File: config.mk
export PLATFORM = sky130hd
export DESIGN_NAME = gf16_div
export DESIGN_NICKNAME = d
export VERILOG_FILES = /design/src/rtl/gf16_pkg.sv /design/src/rtl/gf16_mul.sv /design/src/rtl/gf16_div.sv
export SDC_FILE = /design/constraint.sdc
export NUM_CORES = 1
export LEC_CHECK = 0
export BUFFER_PORTS_ARGS = -buffer_cell sky130_fd_sc_hd__buf_2
export CELL_PAD_IN_SITES_DETAIL_PLACEMENT = 1
export CELL_PAD_IN_SITES_GLOBAL_PLACEMENT = 1
export CORE_AREA = 2 2 72 74
export CTS_BUF_LIST = sky130_fd_sc_hd__clkbuf_4
export CTS_CLUSTER_DIAMETER = 100
export CTS_CLUSTER_SIZE = 14
export DETAILED_ROUTE_END_ITERATION = 12
export DIE_AREA = 0 0 74 76
export PLACE_DENSITY = 0.59
export RECOVER_POWER = 50
export SLEW_MARGIN = 20
export SYNTH_ARGS = -nofsm -noshare
export SYNTH_HDL_FRONTEND = slang
export SYNTH_SLANG_ARGS = --single-unit
export TNS_END_PERCENT = 50
File: constraint.sdc
create_clock -name clk -period 2.35 [get_ports clk]
set_input_delay 0.235 -clock clk [delete_from_list [all_inputs] [get_ports clk]]
set_output_delay 0.235 -clock clk [all_outputs]
set_load 0.05 [all_outputs]
File: src/rtl/gf16_pkg.sv
// gf16_pkg: shared definitions for the GF(2^4) arithmetic blocks.
//   GF_POLY  - default low 4 bits of the reduction polynomial (x^4+x+1)
//   gf16_t   - 4-bit field element
//   state_t  - divider control states
//   gf16_sq  - field squaring, reduced by the given polynomial
package gf16_pkg;

    localparam logic [3:0] GF_POLY = 4'b0011;

    typedef logic [3:0] gf16_t;

    typedef enum logic [1:0] {
        IDLE = 2'd0,
        CALC = 2'd1,
        FIN  = 2'd2,
        DONE = 2'd3
    } state_t;

    // Squaring is linear over GF(2): spread the bits to even powers, then
    // fold the x^6..x^4 terms back using x^4 = poly.
    function automatic gf16_t gf16_sq(input gf16_t x, input logic [3:0] poly);
        logic [6:0] v;
        v = {x[3], 1'b0, x[2], 1'b0, x[1], 1'b0, x[0]};
        for (int i = 6; i >= 4; i--) begin
            if (v[i]) begin
                v = v ^ (7'({1'b1, poly}) << (i - 4));
            end
        end
        return v[3:0];
    endfunction

endpackage

File: src/rtl/gf16_mul.sv
// gf16_mul: combinational GF(2^4) multiplier.
//   POLY  - low 4 bits of the reduction polynomial (x^4 term implicit)
//   x, y  - operands
//   z     - x*y reduced modulo the polynomial
module gf16_mul
    import gf16_pkg::*;
#(
    parameter logic [3:0] POLY = GF_POLY
) (
    input  logic [3:0] x,
    input  logic [3:0] y,
    output logic [3:0] z
);

    logic [6:0] prod;

    always_comb begin
        prod = '0;
        // Carry-less product.
        for (int i = 0; i < 4; i++) begin
            if (y[i]) begin
                prod = prod ^ (7'(x) << i);
            end
        end
        // Reduce the high terms, highest first.
        for (int i = 6; i >= 4; i--) begin
            if (prod[i]) begin
                prod = prod ^ (7'({1'b1, POLY}) << (i - 4));
            end
        end
        z = prod[3:0];
    end

endmodule

File: src/rtl/gf16_div.sv
// gf16_div: sequential GF(2^4) divider, z = a * b^-1.
// The inverse is formed as b^14 = b^2 * b^4 * b^8 over three CALC cycles using
// one shared multiplier, then FIN multiplies by the dividend.
//   clk, rst              - clock, asynchronous active-high reset
//   in_valid/in_ready     - operand handshake (a dividend, b divisor)
//   out_valid/out_ready   - result handshake
//   z                     - quotient
//   div_by_zero           - set alongside the result when b was zero
// Optional build macro GF16_DIV_FASTPATH_EN: b==1 or a==0 (with b!=0) bypass
// the iteration and present the result one cycle after acceptance.
module gf16_div
    import gf16_pkg::*;
#(
    parameter logic [3:0] POLY = GF_POLY
) (
    input  logic       clk,
    input  logic       rst,
    input  logic       in_valid,
    output logic       in_ready,
    input  logic [3:0] a,
    input  logic [3:0] b,
    output logic       out_valid,
    input  logic       out_ready,
    output logic [3:0] z,
    output logic       div_by_zero
);

    state_t     state;
    gf16_t      p;
    gf16_t      acc;
    gf16_t      a_q;
    logic [1:0] cnt;

    gf16_t p_sq;
    gf16_t mul_y;
    gf16_t mul_z;

    assign in_ready = (state == IDLE);
    assign p_sq     = gf16_sq(p, POLY);
    // CALC accumulates powers of b; FIN applies the dividend.
    assign mul_y    = (state == CALC) ? p_sq : a_q;

    gf16_mul #(
        .POLY (POLY)
    ) u_mul (
        .x (acc),
        .y (mul_y),
        .z (mul_z)
    );

    always_ff @(posedge clk or posedge rst) begin
        if (rst) begin
            state       <= IDLE;
            p           <= '0;
            acc         <= '0;
            a_q         <= '0;
            cnt         <= '0;
            z           <= '0;
            out_valid   <= 1'b0;
            div_by_zero <= 1'b0;
        end else begin
            unique case (state)
                IDLE: begin
                    if (in_valid) begin
                        a_q         <= a;
                        p           <= b;
                        acc         <= 4'h1;
                        cnt         <= '0;
                        div_by_zero <= (b == 4'h0);
`ifdef GF16_DIV_FASTPATH_EN
                        // a is already the answer for both b==1 and a==0.
                        if ((b != 4'h0) && ((b == 4'h1) || (a == 4'h0))) begin
                            z     <= a;
                            state <= DONE;
                        end else begin
                            state <= CALC;
                        end
`else
                        state       <= CALC;
`endif
                    end
                end
                CALC: begin
                    p   <= p_sq;
                    acc <= mul_z;
                    cnt <= cnt + 2'd1;
                    if (cnt == 2'd2) begin
                        state <= FIN;
                    end
                end
                FIN: begin
                    z         <= mul_z;
                    out_valid <= 1'b1;
                    state     <= DONE;
                end
                DONE: begin
                    if (out_valid && out_ready) begin
                        out_valid <= 1'b0;
                        state     <= IDLE;
                    end
`ifdef GF16_DIV_FASTPATH_EN
                    // Fast path enters DONE with out_valid low; raise it here.
                    else if (!out_valid) begin
                        out_valid <= 1'b1;
                    end
`endif
                end
                default: state <= IDLE;
            endcase
        end
    end

endmodule

## After elaboration in Yosys (flattened, before gate mapping)

Cells that the tools add are included.

| storage, ports and cells | value |
|---|---|
| output and inout port bits | 7 |
| register bits after elaboration | 22 |
| input port bits | 12 |
| logic and storage cells | 57 |

| operators by class | value |
|---|---|
| eq/ne operators | 7 |
| add/subtract/negate cells | 1 |
| bitwise operators | 9 |
| multiplexer cells | 23 |
| reductions and logical operators | 9 |

Operators by type and width:

| operator | number |
|---|---|
| $mux W4 | 6 |
| $mux W7 | 3 |
| $pmux W4 S2 | 2 |
| $mux W2 | 6 |
| $not A2 Y2 | 5 |
| $pmux W2 S4 | 1 |
| $xor A7 B5 Y7 | 1 |
| $xor A7 B6 Y7 | 1 |
| $xor A7 B7 Y7 | 1 |
| $eq A2 B2 Y1 const B | 3 |
| $mux W3 | 2 |
| $reduce_and A2 Y1 | 3 |
| $logic_not A4 Y1 | 1 |
| $ne A2 B2 Y1 const B | 2 |
| $pmux W2 S2 | 1 |
| $reduce_bool A2 Y1 | 2 |
| $reduce_and A3 Y1 | 1 |
| $add A2 B1 Y2 const B | 1 |
| $eq A2 B1 Y1 const B | 1 |
| $logic_not A2 Y1 | 1 |
| $ne A2 B1 Y1 const B | 1 |
| $not A1 Y2 | 1 |
| $pmux W1 S2 | 1 |
| $logic_and A1 B1 Y1 | 1 |
| $mux W1 | 1 |

## Logic depth before layout (Yosys ltp)

Gate-level depths: netlist of the first run.

| depth | value |
|---|---|
| word-level depth | 21 |
| gate-level depth with buffers | 8 |
| gate-level depth less buffers | 7 |

## By module

A second synthesis of the first run with hierarchy kept.

| second synthesis, totals | value |
|---|---|
| cell total of the unflattened synthesis | 135 |
| area, all modules | 1326.3 um^2 |

By module, submodules not included:

| module | sequential area each (um^2) | area an instance (um^2) | times used | cells each |
|---|---|---|---|---|
| gf16_div | 550.5 | 1063.5 | 1 | 97 |
| gf16_mul | 0.0 | 262.8 | 1 | 38 |

## Least setup slack after synthesis of the first run

No wires, ideal clock.

| path | value |
|---|---|
| path type | register -> register |
| start point | reg state[1] |
| end point | reg z[1] |
| arrival time | 2.102 ns |
| period minus slack after synthesis | 2.227 ns |
| data required time | 2.225 ns |
| path buffers | 0 |
| setup slack | 0.123 ns |
| setup time | 0.125 ns |
| stages on the path, launching flop included | 8 |
| cells stage by stage | dfrtp_1 > inv_1 > ha_1 > mux2_4 > nand2_2 > xnor3_2 > xnor3_1 > mux2_4 |

| between the ends | value |
|---|---|
| longest elaborated chain between the ends | 14 |
| elaborated cells on any way between the ends | 15 |
| classes of those cells | 2 x eq/ne; 8 x mux; 5 x bitwise |

Ends and longest elaborated chain:

| what | line | RTL |
|---|---|---|
| start: declaration | gf16_div.sv:28 | `state_t state;` |
| start signal: assignment | gf16_div.sv:53 | `state <= IDLE;` |
| start signal: assignment | gf16_div.sv:79 | `state <= CALC;` |
| start signal: assignment | gf16_div.sv:88 | `state <= FIN;` |
| $eq A2 B1 Y1 | gf16_div.sv:41 | `assign mul_y = (state == CALC) ? p_sq : a_q;` |
| $mux W4 | gf16_div.sv:41 |  |
| $mux W4 | gf16_mul.sv:21 | `if (y[i]) begin` |
| $xor A7 B5 Y7 | gf16_mul.sv:22 | `prod = prod ^ (7'(x) << i);` |
| $mux W7 | gf16_mul.sv:21 |  |
| $xor A7 B6 Y7 | gf16_mul.sv:22 |  |
| $mux W7 | gf16_mul.sv:21 |  |
| $xor A7 B7 Y7 | gf16_mul.sv:22 |  |
| $mux W7 | gf16_mul.sv:21 |  |
| $mux W4 | gf16_mul.sv:27 | `if (prod[i]) begin` |
| $not A2 Y2 (no line) | - |  |
| $mux W3 | gf16_mul.sv:27 |  |
| $not A2 Y2 (no line) | - |  |
| $mux W2 | gf16_mul.sv:27 |  |
| end signal: assignment | gf16_div.sv:92 | `z <= mul_z;` |
| end: declaration | gf16_div.sv:24 | `output logic [3:0] z,` |

Several ways; a longest one is shown, not always the timed one.
A chain may end at the register's enable or synchronous reset.

## Worst setup path in the final report of the first run

Ends and elaborated chain as after synthesis.

==> results.py, run 1 <==
metrics = {
    "run_status": {
        "status": "complete, no violations",
    },
    "timing": {
        "hold_viol_final": 0,
        "skew_ns": 0.004622,
        "fmax_mhz": 436.2,
        "slew_headroom": 0.4241,
        "layout_min_cycle_time_ns": 2.292,
        "fin_crit_sh": 0.9755,
        "worstMarginPinSlew_ns": 0.8628,
        "fin_ws_ns": 0.05759,
        "final.setup.tns_ns": 0,
        "slew_violations": 0,
        "timing.final.setup_violations": 0,
        "rsz0062_at_grt": "false",
    },
    "floorplan": {
        "start_util": 0.2845,
        "die_h_um": 76,
        "core-area_mm2": 0.004912,
        "rows": 26,
        "die_area_mm2": 0.005624,
        "num_io_pins": 19,
        "fp.dieW_um": 74,
    },
    "cts": {
        "cts_buffer_depth": 2,
        "clkTransAtPathRegs_ns": 0.12,
        "cts_sinks": 22,
        "tritoncts": "built",
        "h-tree-depth": 1,
        "cts_root_buf": "clkbuf_4",
        "clock_latency_ns": 0.30,
        "cts_setup_buffers": 0,
        "cts_inserted_buffers": 3,
    },
    "critical_path": {
        "cp_cell_sequence": "inv_1 > ha_2 > mux2_4 > nand2_2 > xnor3_2 > xnor3_1 > mux2_4",
        "cp.required_ns": 2.55,
        "crit_fanout": 6,
        "max_stage_delay_ns": 0.42,
        "crit_family": "XOR/XNOR gates",
        "cp_common_cell": "mux2_4",
        "cp-start-kind": "flop",
        "path_class": "flop to flop",
        "critical_path_buf_inv_count": 1,
        "setup.worst_path.end_class": "flop",
        "slowest_stage": "xnor3_2",
        "critPathArrivalTime_ns": 2.50,
    },
    "logic_synthesis": {
        "yosys_warnings": 0,
        "synth_area_mm2": 0.001398,
        "yosysTopAreaCell": "dfrtp_1",
        "synth_flop_cell": "dfrtp_1",
        "synthMostInstantiatedCell": "dfrtp_1",
        "async_flop_share": 1.000,
        "netlist_instances": 136,
        "post_synth_num_cell_types": 38,
        "synth_top_cells_by_count": "dfrtp_1, nand2_1, o21ai_0, inv_1, nor2_1",
        "synth-edff-count": 0,
        "synth_area_leaders": "dfrtp_1, mux2_2, o21ai_0",
        "ys_seq_area_frac": 0.3939,
        "ys_ff_latch": 22,
        "synth_top_area_share": 0.3939,
        "synth_fp_nets": 153,
        "syn_avg_cell_area_um2": 10.28,
    },
    "route": {
        "viasPerCell": 4.828,
        "dr.pass1.iters": 4,
        "wirelength_um": 3643,
        "wl_per_cell_um": 15.64,
        "via_count": 1125,
        "drc": 0,
        "ant_nets": 0,
        "drt_iter0_markers": 26,
    },
    "layout": {
        "stdcell_count": 233,
        "antenna_cells": 0,
        "layout.nets": 181,
        "fillCellCount": 573,
        "syn_to_final_growth_pct": 17.37,
        "drive_gt1_frac": 0.2515,
    },
    "global_route": {
        "grt_max_degree": 23,
        "grt_usage": 0.1432,
        "first_global_vias": 1241,
        "antenna_found_initial": 0,
        "grt_overflow": 0,
        "grt_pass1_wl_um": 6230,
    },
    "place": {
        "pre_cts_slack_ns": 0.004270,
        "dp_hpwl_um": 2906,
        "port_buffers": 18,
        "place_inst": 229,
        "gp_congestion": 0.8577,
    },
    "run": {
        "maxCapViolations": 0,
    },
    "min_path": {
        "hold_class": "input pin to asynchronous set/reset pin",
    },
}
## state kept, by name (all words and copies together) (netlist names)
| register | count |
|---|---|
| p | 4 |
| state | 2 |
| acc | 4 |
| a_q | 4 |
| div_by_zero | 1 |
| cnt | 2 |
| out_valid | 1 |
| z | 4 |
## layer usage
layer | vias up | global-route usage | part of all wire
li1 | 544 | - | -
met1 | 568 | 0.1926 | 0.45
met2 | 7 | 0.2348 | 0.52
met3 | 6 | 0.02116 | 0.0099
met4 | 0 | 0.04364 | 0.016
met5 | - | 0 | 0
## worst register-to-register path, stage by stage, from the launching register on
cell,delay [ns]
dfrtp_1,0.40
inv_1,0.08
ha_2,0.25
mux2_4,0.34
nand2_2,0.07
xnor3_2,0.42
xnor3_1,0.37
mux2_4,0.26
## placed cells by master, fill, tap and decap left out, types with 2 or more instances in the layout
master,instances
ha_1,4
a22o_1,2
buf_2,15
nor2_1,9
xnor2_1,4
xor2_1,2
o22ai_1,3
nand3_1,2
a211oi_1,6
clkbuf_4,3
nand2b_1,2
o21ai_0,14
nand2_1,15
buf_4,7
inv_1,10
mux2_4,2
clkbuf_1,3
a21oi_1,7
mux2_2,7
xnor3_1,3
dfrtp_1,22
## cell families after synthesis
group | count (synthesis) | synth area share
buf+inv | 12 | 0.03581
simple gates | 34 | 0.1083
fa+ha+maj | 5 | 0.04476
flops | 22 | 0.3939
compound gates | 41 | 0.1961
xor+xnor | 11 | 0.1200
mux | 11 | 0.1012
## metrics by stage
step	util	area, um2	hold slack (ns)
5_1_grt	0.3339	1640	0.1367
3_3_place_gp	0.3288	1615	0.4524
2_1_floorplan	-	1398	0.2242
6_report	0.3339	1640	0.08146
4_1_cts	0.3347	1644	0.1200
3_5_place_dp	0.3288	1615	0.4630
## worst paths after layout
path                           from        end  slack, ns  cells after the start
min                             rst  out_valid       0.08                      2
min reg2reg                    z[3]       z[3]       0.50                      2
max in group asynchronous       rst     a_q[1]       1.73                      2
max reg2reg                state[1]       z[1]       0.06                      7
max                        state[1]       z[1]       0.06                      7
min in group clk               a[3]     a_q[3]       0.16                      2
## timing repair
item | 4_1_cts | 5_1_grt
setup endpoints to repair | 1 | 0
gates resized for setup | 1 | 0
hold buffers | 0 | 0
## layout make-up
class | count | area (um2) | share of cell area
Timing Repair Buffer | 25 | 138.9 | 0.08467
Clock inverter | 1 | 3.754 | 0.002288
Tap cell | 70 | 87.58 | 0.05339
Inverter | 10 | 37.54 | 0.02288
Sequential cell | 22 | 550.5 | 0.3356
Multi-Input combinational cell | 102 | 799.5 | 0.4874
Clock buffer | 3 | 22.52 | 0.01373
Power of run 1 is left out: the tool's default activity adds up to more than one toggle a clock period on the data nets, which glitch-free logic cannot reach.
==> run 2: changes to the inputs <==
--- a/config.mk
+++ b/config.mk
@@ -14,8 +14,8 @@
 export CTS_CLUSTER_SIZE = 14
 export DETAILED_ROUTE_END_ITERATION = 12
 export DIE_AREA = 0 0 74 76
-export PLACE_DENSITY = 0.59
-export RECOVER_POWER = 50
+export PLACE_DENSITY = 0.63
+export RECOVER_POWER = 25
 export SLEW_MARGIN = 20
 export SYNTH_ARGS = -nofsm -noshare
 export SYNTH_HDL_FRONTEND = slang
==> run 2 against run 1 <==
  * Critical path depth up 1
  * Setup slack better by 0.021 ns
  * Register-to-register slack better by 0.02 ns
  * Non-clock buffer count up 2
  * Wire length down 5.6%
  * Via count down 0.62%
  * Design area up 3.5%
==> results.py, run 2 (synthesized netlist as in run 1, its figures left out) <==
metrics = {
    "floorplan": {
        "num_io_pins": 19,
        "die_area_mm2": 0.005624,
        "rows": 26,
        "start_util": 0.2845,
        "core-area_mm2": 0.004912,
        "fp.dieW_um": 74,
        "die_h_um": 76,
    },
    "timing": {
        "slew_headroom": 0.4341,
        "fin_crit_sh": 0.9665,
        "hold_viol_final": 0,
        "rsz0062_at_grt": "false",
        "slew_violations": 0,
        "holdWs_ns": 0.06861,
        "final.setup.tns_ns": 0,
        "layout_min_cycle_time_ns": 2.271,
        "fin_ws_ns": 0.07867,
        "worstMarginPinSlew_ns": 0.8480,
        "timing.final.setup_violations": 0,
        "skew_ns": 0.01071,
        "fmax_mhz": 440.3,
    },
    "critical_path": {
        "cp_cell_sequence": "ha_4 > buf_8 > buf_4 > nor2_1 > a21oi_1 > nand2_1 > xnor3_1 > mux2_4",
        "crit_fanout": 11,
        "r2r_start": "state[0]",
        "setup.worst_path.end_class": "flop",
        "critPathLaunch": "state[0]",
        "critPathArrivalTime_ns": 2.48,
        "path_class": "flop to flop",
        "cp-start-kind": "flop",
        "slowest_stage": "dfrtp_1",
        "max_stage_delay_ns": 0.45,
        "cp.required_ns": 2.56,
    },
    "cts": {
        "ctsHoldBuffers": 0,
        "cts_sinks": 22,
        "clkTransAtPathRegs_ns": 0.12,
        "cts_setup_buffers": 0,
        "cts_root_buf": "clkbuf_4",
        "tritoncts": "built",
        "cts_buffer_depth": 2,
        "cts_inserted_buffers": 3,
        "h-tree-depth": 1,
        "clock_latency_ns": 0.31,
    },
    "run_status": {
        "status": "complete, no violations",
    },
    "run": {
        "maxCapViolations": 0,
    },
    "place": {
        "placed_cell_area_mm2": 0.001630,
        "dp_hpwl_um": 2762,
        "gp_congestion": 0.8806,
        "port_buffers": 18,
        "pre_cts_slack_ns": -0.02397,
    },
    "layout": {
        "antenna_cells": 0,
        "seq_area_um2": 550.5,
        "final_common_cell": "dfrtp_1",
        "layout_common_cells": "dfrtp_1, buf_2, nand2_1",
        "drive_gt1_frac": 0.3049,
        "multi_input_area_um2": 834.6,
        "fin_area_mm2": 0.001698,
        "fillCellCount": 569,
        "layout.nets": 183,
        "syn_to_final_growth_pct": 21.49,
    },
    "route": {
        "ant_nets": 0,
        "wl_per_cell_um": 14.70,
        "dr.pass1.iters": 4,
        "drc": 0,
        "drt_iter0_markers": 40,
        "viasPerCell": 4.778,
        "wirelength_um": 3439,
        "via_count": 1118,
    },
    "global_route": {
        "antenna_found_initial": 0,
        "grt_max_degree": 23,
        "grt_usage": 0.1335,
        "grt_overflow": 0,
        "first_global_vias": 1227,
        "grt_pass1_wl_um": 5858,
    },
    "min_path": {
        "hold_class": "input pin to asynchronous set/reset pin",
    },
}
run 2: cell count changes in the layout (fill, tap and decap cells not counted), sizes merged:
| cell | delta |
|---|---|
| clkinv | -1 |
| clkbuf | -3 |
| buf | +5 |
run 2: cell type report:
| class | count | area share |
|---|---|---|
| timing repair buffer | 27 | 0.09727 |
| inverter | 10 | 0.02211 |
| tap | 70 | 0.05158 |
| clock buffer | 3 | 0.01326 |
| sequential | 22 | 0.3242 |
| multi-input combinational | 102 | 0.4915 |
run 2: worst max-delay path, delay by kind of cell, from the launching register on:
family                     cells  cell delay, ns
muxes                          1            0.27
adders and majority gates      1            0.20
DFF                            1            0.45
and+or+nand+nor                2            0.38
buffers and inverters          2            0.31
AOI/OAI and AO/OA              1            0.15
xor gates and xnor gates       1            0.40
run 2: through the flow:
stage / std cells / utilization
floorplan: 136 / -
global placement: 231 / 0.3319
detailed placement: 231 / 0.3319
CTS: 234 / 0.3377
global route: 234 / 0.3456
finish: 234 / 0.3456
run 2: per-layer routing:
layer / vias up / part of all wire / GRT usage
li1: 548 / - / -
met1: 549 / 0.46 / 0.1741
met2: 15 / 0.51 / 0.2152
met3: 6 / 0.014 / 0.01455
met4: 0 / 0.022 / 0.06727
met5: - / 0 / 0
run 2: timing repair:
item                       in CTS  in global routing
pin swaps                       0                  4
setup endpoints to repair       3                  5
gates resized for setup         2                  7
run 2: final timing paths:
check,end,slack [ns],cells after the start
setup / recovery,z[1],0.08,8
hold / removal,z[2],0.07,2
setup reg to reg,z[1],0.08,8
hold reg to reg,div_by_zero,0.49,2
max in group asynchronous,acc[3],1.75,2
min in group clk,a_q[0],0.15,2
Power of run 2 is left out for the same reason.
